**config.mk**
```make
export PLATFORM = sky130hd
export DESIGN_NAME = count_to_temperature_horner
export DESIGN_NICKNAME = d
export VERILOG_FILES = /design/src/rtl/count_to_temperature_horner.sv
export SDC_FILE = /design/constraint.sdc
export NUM_CORES = 2
export LEC_CHECK = 0
export CELL_PAD_IN_SITES_DETAIL_PLACEMENT = 1
export CELL_PAD_IN_SITES_GLOBAL_PLACEMENT = 2
export CORE_UTILIZATION = 42
export DETAILED_ROUTE_END_ITERATION = 10
export PLACE_DENSITY = 0.83
export SLEW_MARGIN = 20
export SYNTH_ARGS = -nofsm -noshare
export SYNTH_HDL_FRONTEND = slang
export SYNTH_SLANG_ARGS = --single-unit
```
**constraint.sdc**
```tcl
create_clock -name clk -period 11.67 [get_ports clk]
set_input_delay 2.334 -clock clk [delete_from_list [all_inputs] [get_ports clk]]
set_output_delay 2.334 -clock clk [all_outputs]
set_load 0.01 [all_outputs]
```
**src/rtl/count_to_temperature_horner.sv**
```systemverilog
`timescale 1ns/1ps
// count_to_temperature_horner: converts a raw pulse-duration count into a signed
// temperature in degrees C. It evaluates a cubic polynomial by Horner's method with
// one shared multiplier. The coefficients and the accumulator are Q.FRAC_W fixed point.
// Define TEMP_RANGE_CHECK_EN to reject counts below CNT_MIN; such counts return out_err=1.
module count_to_temperature_horner #(
    parameter int unsigned CNT_W   = 13,
    parameter int unsigned OUT_W   = 9,
    parameter int unsigned FRAC_W  = 30,
    parameter int unsigned ACC_W   = 48,
    parameter logic signed [ACC_W-1:0] C3 = -48'sd508,
    parameter logic signed [ACC_W-1:0] C2 = 48'sd2152253,
    parameter logic signed [ACC_W-1:0] C1 = -48'sd2655871908,
    parameter logic signed [ACC_W-1:0] C0 = 48'sd909641908990,
    parameter int unsigned CNT_MIN = 16
) (
    input  logic                    clk,
    input  logic                    reset,
    input  logic                    in_valid,
    output logic                    in_ready,
    input  logic [CNT_W-1:0]        count_in,
    output logic                    out_valid,
    input  logic                    out_ready,
    output logic signed [OUT_W-1:0] temp_out,
    output logic                    out_sat,
    output logic                    out_err
);

    localparam int unsigned P_W = ACC_W + CNT_W + 1;  // product width
    localparam int unsigned S_W = P_W + 1;            // product + coefficient
    localparam int unsigned R_W = ACC_W + 1;          // rounding adder width

`ifdef TEMP_RANGE_CHECK_EN
    localparam bit RangeChkEn = 1'b1;
`else
    localparam bit RangeChkEn = 1'b0;
`endif

    localparam logic [CNT_W-1:0] CntMin = CNT_MIN[CNT_W-1:0];

    localparam logic signed [ACC_W-1:0] AccMax = {1'b0, {(ACC_W-1){1'b1}}};
    localparam logic signed [ACC_W-1:0] AccMin = {1'b1, {(ACC_W-1){1'b0}}};
    localparam logic signed [S_W-1:0] AccMaxExt = {{(S_W-ACC_W+1){1'b0}}, {(ACC_W-1){1'b1}}};
    localparam logic signed [S_W-1:0] AccMinExt = {{(S_W-ACC_W+1){1'b1}}, {(ACC_W-1){1'b0}}};
    localparam logic signed [R_W-1:0] Half =
        {{(ACC_W-FRAC_W+1){1'b0}}, 1'b1, {(FRAC_W-1){1'b0}}};
    localparam logic signed [OUT_W-1:0] OutMax = {1'b0, {(OUT_W-1){1'b1}}};
    localparam logic signed [OUT_W-1:0] OutMin = {1'b1, {(OUT_W-1){1'b0}}};
    localparam logic signed [R_W-1:0] OutMaxExt = {{(R_W-OUT_W+1){1'b0}}, {(OUT_W-1){1'b1}}};
    localparam logic signed [R_W-1:0] OutMinExt = {{(R_W-OUT_W+1){1'b1}}, {(OUT_W-1){1'b0}}};

    typedef enum logic [1:0] {StIdle, StMac, StRound, StDone} state_e;

    state_e                    state_q, state_d;
    logic signed [CNT_W:0]     x_q, x_d;
    logic signed [ACC_W-1:0]   acc_q, acc_d;
    logic [1:0]                step_q, step_d;
    logic                      ovf_q, ovf_d;
    logic signed [OUT_W-1:0]   temp_q, temp_d;
    logic                      sat_q, sat_d;
    logic                      err_q, err_d;
    logic                      valid_q, valid_d;

    logic signed [P_W-1:0]     acc_ext, x_ext, prod;
    logic signed [S_W-1:0]     prod_ext, coef_ext, sum;
    logic signed [ACC_W-1:0]   coef, mac_acc;
    logic                      mac_ovf;
    logic signed [R_W-1:0]     rnd, r_full;
    logic signed [OUT_W-1:0]   rnd_temp;
    logic                      rnd_sat;

    // Horner step and final rounding. x is an integer count, so acc*x stays in
    // Q.FRAC_W and adds directly to the next coefficient.
    always_comb begin
        acc_ext  = {{(P_W-ACC_W){acc_q[ACC_W-1]}}, acc_q};
        x_ext    = {{(P_W-CNT_W-1){x_q[CNT_W]}}, x_q};
        prod     = acc_ext * x_ext;
        case (step_q)
            2'd0:    coef = C2;
            2'd1:    coef = C1;
            default: coef = C0;
        endcase
        prod_ext = {prod[P_W-1], prod};
        coef_ext = {{(S_W-ACC_W){coef[ACC_W-1]}}, coef};
        sum      = prod_ext + coef_ext;
        mac_ovf  = 1'b0;
        mac_acc  = sum[ACC_W-1:0];
        if (sum > AccMaxExt) begin
            mac_acc = AccMax;
            mac_ovf = 1'b1;
        end else if (sum < AccMinExt) begin
            mac_acc = AccMin;
            mac_ovf = 1'b1;
        end

        // Round half up, then clamp to the signed output range.
        rnd      = {acc_q[ACC_W-1], acc_q} + Half;
        r_full   = rnd >>> FRAC_W;
        rnd_sat  = 1'b0;
        rnd_temp = r_full[OUT_W-1:0];
        if (r_full > OutMaxExt) begin
            rnd_temp = OutMax;
            rnd_sat  = 1'b1;
        end else if (r_full < OutMinExt) begin
            rnd_temp = OutMin;
            rnd_sat  = 1'b1;
        end
    end

    // Next-state and handshake logic.
    always_comb begin
        state_d  = state_q;
        x_d      = x_q;
        acc_d    = acc_q;
        step_d   = step_q;
        ovf_d    = ovf_q;
        temp_d   = temp_q;
        sat_d    = sat_q;
        err_d    = err_q;
        valid_d  = valid_q;
        in_ready = 1'b0;
        unique case (state_q)
            StIdle: begin
                in_ready = 1'b1;
                if (in_valid) begin
                    if (RangeChkEn && (count_in < CntMin)) begin
                        // Stuck or no-pulse count: report it without converting.
                        temp_d  = '0;
                        sat_d   = 1'b0;
                        err_d   = 1'b1;
                        valid_d = 1'b1;
                        state_d = StDone;
                    end else begin
                        x_d     = {1'b0, count_in};
                        acc_d   = C3;
                        step_d  = 2'd0;
                        ovf_d   = 1'b0;
                        state_d = StMac;
                    end
                end
            end
            StMac: begin
                acc_d  = mac_acc;
                ovf_d  = ovf_q | mac_ovf;
                step_d = step_q + 2'd1;
                if (step_q == 2'd2) begin
                    state_d = StRound;
                end
            end
            StRound: begin
                temp_d  = rnd_temp;
                sat_d   = rnd_sat | ovf_q;
                err_d   = 1'b0;
                valid_d = 1'b1;
                state_d = StDone;
            end
            StDone: begin
                if (out_ready) begin
                    valid_d = 1'b0;
                    state_d = StIdle;
                end
            end
            default: state_d = StIdle;
        endcase
    end

    // State registers with synchronous reset.
    always_ff @(posedge clk) begin
        if (reset) begin
            state_q <= StIdle;
            x_q     <= '0;
            acc_q   <= '0;
            step_q  <= '0;
            ovf_q   <= 1'b0;
            temp_q  <= '0;
            sat_q   <= 1'b0;
            err_q   <= 1'b0;
            valid_q <= 1'b0;
        end else begin
            state_q <= state_d;
            x_q     <= x_d;
            acc_q   <= acc_d;
            step_q  <= step_d;
            ovf_q   <= ovf_d;
            temp_q  <= temp_d;
            sat_q   <= sat_d;
            err_q   <= err_d;
            valid_q <= valid_d;
        end
    end

    assign out_valid = valid_q;
    assign temp_out  = temp_q;
    assign out_sat   = sat_q;
    assign out_err   = err_q;

endmodule
```
# Word level (Yosys, flattened, before mapping)
# Cells that the tools add are included.
[word_totals]
regBits = 77
latch_bits = 0
ram_bits = 0
mem_bits_ro = 0
inputBits = 17
out_inout_bits = 13
n_memories = 0
[op_classes]
add_sub_neg = 3
mul = 1
n_div = 0
magnitude_cmp = 4
eq_ne = 8
n_shift = 0
muxes = 22
n_bitwise = 2
reduce_logical = 8
[ops]
columns = ["cell", "count"]
rows = [
  ["48-bit case mux with 2 select lines", 2],
  ["48-bit two-way mux", 3],
  ["62-bit by 48-bit adder with 63-bit output", 1],
  ["63-bit by 48-bit greater-than comparator with 1-bit output (second input constant)", 1],
  ["63-bit by 48-bit < comparator with 1-bit output (second input constant)", 1],
  ["48-bit by 14-bit multiplier with 62-bit output", 1],
  ["48-bit by 31-bit adder with 49-bit output (second input constant)", 1],
  ["19-bit by 9-bit greater-than comparator with 1-bit output (second input constant)", 1],
  ["19-bit by 9-bit < comparator with 1-bit output (second input constant)", 1],
  ["9-bit two-way mux", 2],
  ["2-bit two-way mux", 4],
  ["2-bit case mux with 4 select lines", 1],
  ["1-bit two-way mux", 7],
  ["2-bit == test (second input constant)", 3],
  ["2-bit != test (second input constant)", 3],
  ["2-bit AND reduction", 3],
  ["2-bit by 1-bit == test with 1-bit output (second input constant)", 2],
  ["2-bit logical NOT", 2],
  ["1-bit case mux with 2 select lines", 2],
  ["2-bit case mux with 2 select lines", 1],
  ["2-bit nonzero test", 2],
  ["3-bit AND reduction", 1],
  ["2-bit by 1-bit adder with 2-bit output (second input constant)", 1],
  ["1-bit bitwise OR", 2],
]

# Depth between registers and ports, before layout
[logic_depth]
word_depth = 8
ltp_mapped = 30

# Least setup slack after synthesis
# OpenSTA, ideal clock, no wires.
[synth_timing]
path_kind = "reg-to-reg"
start = "register step_q[1]"
end = "register acc_q[38]"
setup_time_ns = 0.143
t_arrival_ns = 7.986
required_time_ns = 11.527
path_slack_ns = 3.541
path_stages_with_launch = 31
path_cell_list = "dfxtp_1 -> inv_1 -> ha_1 -> inv_1 -> nand2_1 -> inv_1 -> fa_1 -> inv_1 -> fa_1 -> inv_1 -> fa_1 -> fa_1 -> fa_1 -> inv_1 -> fa_1 -> inv_1 -> ha_1 -> clkbuf_1 -> nand4_1 -> nor2_1 -> a221oi_1 -> o21bai_1 -> a211oi_1 -> mux2i_1 -> o2111ai_1 -> or4_1 -> o31a_1 -> nor2_4 -> buf_6 -> buf_12 -> a211oi_2"
[synth_via]
elab_chain_cells = 7
[synth_lines]
columns = ["element", "line", "text"]
rows = [
  ["start: declaration", "57", "logic [1:0] step_q, step_d;"],
  ["start signal: assignment", "183", "step_q <= step_d;"],
  ["2-bit by 1-bit == test with 1-bit output or 2-bit logical NOT (tied branches)", "78", "case (step_q)"],
  ["48-bit case mux with 2 select lines *", "78", ""],
  ["62-bit by 48-bit adder with 63-bit output *", "85", "sum = prod_ext + coef_ext;"],
  ["63-bit by 48-bit < comparator with 1-bit output", "91", "end else if (sum < AccMinExt) begin"],
  ["48-bit two-way mux", "91", ""],
  ["48-bit two-way mux *", "88", "if (sum > AccMaxExt) begin"],
  ["48-bit case mux with 2 select lines *", "122", "unique case (state_q)"],
  ["end signal: assignment", "172", "acc_q <= '0;"],
  ["end signal: assignment", "182", "acc_q <= acc_d;"],
  ["end: declaration", "56", "logic signed [ACC_W-1:0] acc_q, acc_d;"],
]
# Mark *: on every way between the ends. The rest lies on a longest branch, timed or not.
# A chain may end at the register's enable or synchronous reset.

# Worst setup path in the final report
[layout_timing]
start = "register x_q[3]"
end = "register acc_q[4]"
[layout_via]
elab_chain_cells = 6
[layout_lines]
columns = ["element", "line", "text"]
rows = [
  ["start: declaration", "55", "logic signed [CNT_W:0] x_q, x_d;"],
  ["start signal: assignment", "171", "x_q <= '0;"],
  ["start signal: assignment", "181", "x_q <= x_d;"],
  ["48-bit by 14-bit multiplier with 62-bit output *", "77", "prod = acc_ext * x_ext;"],
  ["62-bit by 48-bit adder with 63-bit output *", "85", ""],
  ["63-bit by 48-bit < comparator with 1-bit output", "91", ""],
  ["48-bit two-way mux", "91", ""],
  ["48-bit two-way mux *", "88", ""],
  ["48-bit case mux with 2 select lines *", "122", ""],
]
# Marked as above.

==> results.sh <==
export IMPL_p_per_area_nw_per_um2=292
export IMPL_hold_violations=0
export IMPL_syn_area_per_cell_um2=8.65
export IMPL_cts_resized=0
export IMPL_pre_cts_slack_ns=1.88
export IMPL_h_tree_depth=3
export IMPL_grt_pass1_wl_um=131000
export IMPL_critPathLaunch="x_q[3]"
export IMPL_r2r_start="x_q[3]"
export IMPL_coreArea_um2=62100
export IMPL_vias=20300
export IMPL_cts_path_max_buffers=2
export IMPL_n_fill_cell=7321
export IMPL_whs_ns=0.480
export IMPL_required_ns=11.96
export IMPL_synth_seq_cells=77
export IMPL_cp_max_fo=27
export IMPL_cts_tree="done"
export IMPL_path_clk_slew_ns=0.08
export IMPL_route_detailed_drc=0
export IMPL_critPathKind="reg -> reg"
export IMPL_cts_hold_buf=0
export IMPL_outcome="finished, final reports clean"
export IMPL_setup_viol=0
export IMPL_wirelength_um=79300
export IMPL_synth_fp_nets=3834
export IMPL_avgViaCountPerCell=5.37
export IMPL_post_route_period_util_pct=83.2
export IMPL_hold_path_class="reg -> reg"
export IMPL_ant_nets=0
export IMPL_synth_ff_type="dfxtp_1"
export IMPL_synth_area_leaders="fa_1 (45%), inv_1 (8.2%), and2_1 (7.2%)"
export IMPL_synth_top_area_share_pct=45.3
export IMPL_async_reset_ff_share_pct=0
export IMPL_arrival_ns=9.99
export IMPL_worst_pin_slew_ns=1.08
export IMPL_stdcell_count=3786
export IMPL_routedWlPerCell_um=20.9
export IMPL_track_usage_pct=26.3
export IMPL_cts_root_buf="clkbuf_16"
export IMPL_p_leak_nw=13.2
export IMPL_die_area_um2=64100
export IMPL_synth_cells=3065
export IMPL_fin_ws_ns=1.97
export IMPL_place_area_um2=27200
export IMPL_place_hpwl_um=64300
export IMPL_cts_buffers=9
export IMPL_finalClockSkew_ns=0.0184
export IMPL_startpoint_type="flop"
export IMPL_slew_violations=0
export IMPL_yosys_top_cells_count="fa_1 (600), inv_1 (582), nand2_1 (485), and2_1 (307), clkbuf_1 (153)"
export IMPL_drtIter0Drc=882
export IMPL_netlist_area_um2=26500
export IMPL_clock_latency_ns=0.40
export IMPL_tns_ns=0
export IMPL_cts_setup_buffers=0
export IMPL_max_cap_violations=0
export IMPL_yosysMostFrequentCell="fa_1"
export IMPL_gp_congestion=0.924
export IMPL_clock_sinks=77
export IMPL_post_route_min_period_ns=9.70
export IMPL_io_buffers=28
export IMPL_area_growth_pct=3.93
export IMPL_grt_pass1_vias=23800
export IMPL_synth_largest_area_cell="fa_1"
export IMPL_initial_utilization_pct=42.7
export IMPL_synth_edff_count=0
export IMPL_max_freq_mhz=103
export IMPL_grt_max_degree=71
export IMPL_stdcell_area_um2=27500
export IMPL_dr_pass1_iters=5
export IMPL_rows=91
export IMPL_relSlewSlack_pct=28.1
export IMPL_irDropWorstVdd_mv=0.162
export IMPL_ys_warn_count=0
export IMPL_nNetsFinal=3712
export IMPL_ys_seq_area_share_pct=5.82
export IMPL_fp_dieW_um=253
export IMPL_rsz0062_at_grt="no"
export IMPL_synth_cell_types=84
export IMPL_placed_cells=3769
export IMPL_ioPinCount=30
export IMPL_layout_drive_gt1_share_pct=2.71
export IMPL_end_kind="flop"
export IMPL_antenna_found_initial=0
export IMPL_hp_start="temp_out[6]"
export IMPL_grt_overflow=0
export IMPL_die_h_um=253
-- power by group --
part | leakage [nW] | internal (mW) | switching, mW
combinational | 12.4 | 2.52 | 4.34
sequential | 0.639 | 0.372 | 0.477
clock | 0.149 | 0.171 | 0.150
total | 13.2 | 3.06 | 4.97
-- kinds of logic (layout without fill, tap and decap cells) --
logic type,Yosys count,count (layout),synth area share (%)
xor gates and xnor gates,72,72,2.38
AOI/OAI and AO/OA,353,353,8.97
adders and majority gates,752,752,52.5
muxes,3,3,0.118
and+or+nand+nor,1040,1040,19.0
buffers and inverters,767,650,11.2
other,1,2,0.0142
DFF,77,77,5.82
-- registers in the layout, summed over array words and instances, names as in the netlist --
name       count
acc_q         48
x_q           13
temp_out       9
state_q        2
step_q         2
out_sat        1
out_valid      1
ovf_q          1
-- cells in the final DEF, fill, tap and decap left out, types with 4 or more instances in the layout --
cell             synthesis  layout
o2111ai_1                4       4
xnor2_1                 38      38
a211oi_1                39      39
ha_1                   152     152
a21o_1                  14      14
nand4_1                 35      35
or3_1                    5       5
nor3_1                  23      23
and4_1                   6       6
o21a_1                  12      12
nand2_1                485     485
dfxtp_2                  0       7
o31ai_1                  5       5
o21ai_1                 24      24
xor2_1                  34      34
o21bai_1                 6       6
nand3_1                 18      18
nor4_1                   9       9
o211a_1                  8       8
and2_1                 307     308
a31oi_1                  5       5
a221oi_1                 9       9
a21oi_1                118     118
o211ai_1                15      15
buf_4                    2      25
and3_1                  10      10
a211oi_2                10      10
dfxtp_1                 77      70
clkbuf_16                0       9
nor2_1                 109     109
clkinv_2                 0       4
inv_1                  582     582
nand2b_1                 7       7
fa_1                   600     600
o21ai_0                 43      42
clkdlybuf4s50_1          0      27
or4_1                    4       4
-- area by class of cell --
| class | count | area (µm²) | area share (%) |
|---|---|---|---|
| clock inverter | 5 | 50.0 | 0.182 |
| inverter | 582 | 2180 | 7.93 |
| multi-input combinational | 2221 | 22000 | 79.9 |
| tap | 837 | 1050 | 3.80 |
| timing repair buffer | 52 | 458 | 1.66 |
| sequential | 77 | 1550 | 5.63 |
| clock buffer | 11 | 243 | 0.881 |
| antenna | 1 | 2.50 | 0.00909 |
-- layer usage --
layer	global-route usage [%]	vias up	routed length (µm)
met5	0	-	0
li1	-	9083	-
met4	7.43	0	1750
met2	47.5	258	41500
met3	1.91	88	1550
met1	33.7	10900	34500
-- path summary, 6_finish.rpt --
kind,slack (ns),cells past startpoint,to
worst max register to register,1.97,24,acc_q[4]
worst max-delay path,1.97,24,acc_q[4]
worst min register to register,0.48,2,temp_out[6]
worst min-delay path,0.48,2,temp_out[6]
-- through the flow --
step	utilization (%)	power, mW
global placement	43.9	7.53
floorplan	-	5.77
detailed placement	43.9	7.73
global route	44.4	8.98
finish	44.4	8.04
CTS	44.4	8.12
-- critical path, cell delays in order (launching register included) --
cell	delay [ns]
dfxtp_1	0.98
buf_4	0.46
nand2_1	0.16
fa_1	0.56
inv_1	0.07
fa_1	0.63
inv_1	0.21
fa_1	0.51
fa_1	0.54
inv_1	0.05
fa_1	0.48
fa_1	0.48
ha_1	0.45
a21oi_1	0.27
o21ai_1	0.25
a221oi_1	0.57
mux2_2	0.40
a31o_2	0.21
a211o_1	0.29
nor3_1	0.16
and4b_1	0.22
a41o_1	0.77
buf_4	0.45
a221oi_1	0.13
a211oi_1	0.24
No activity file was read; power rests on OpenSTA's default activity.
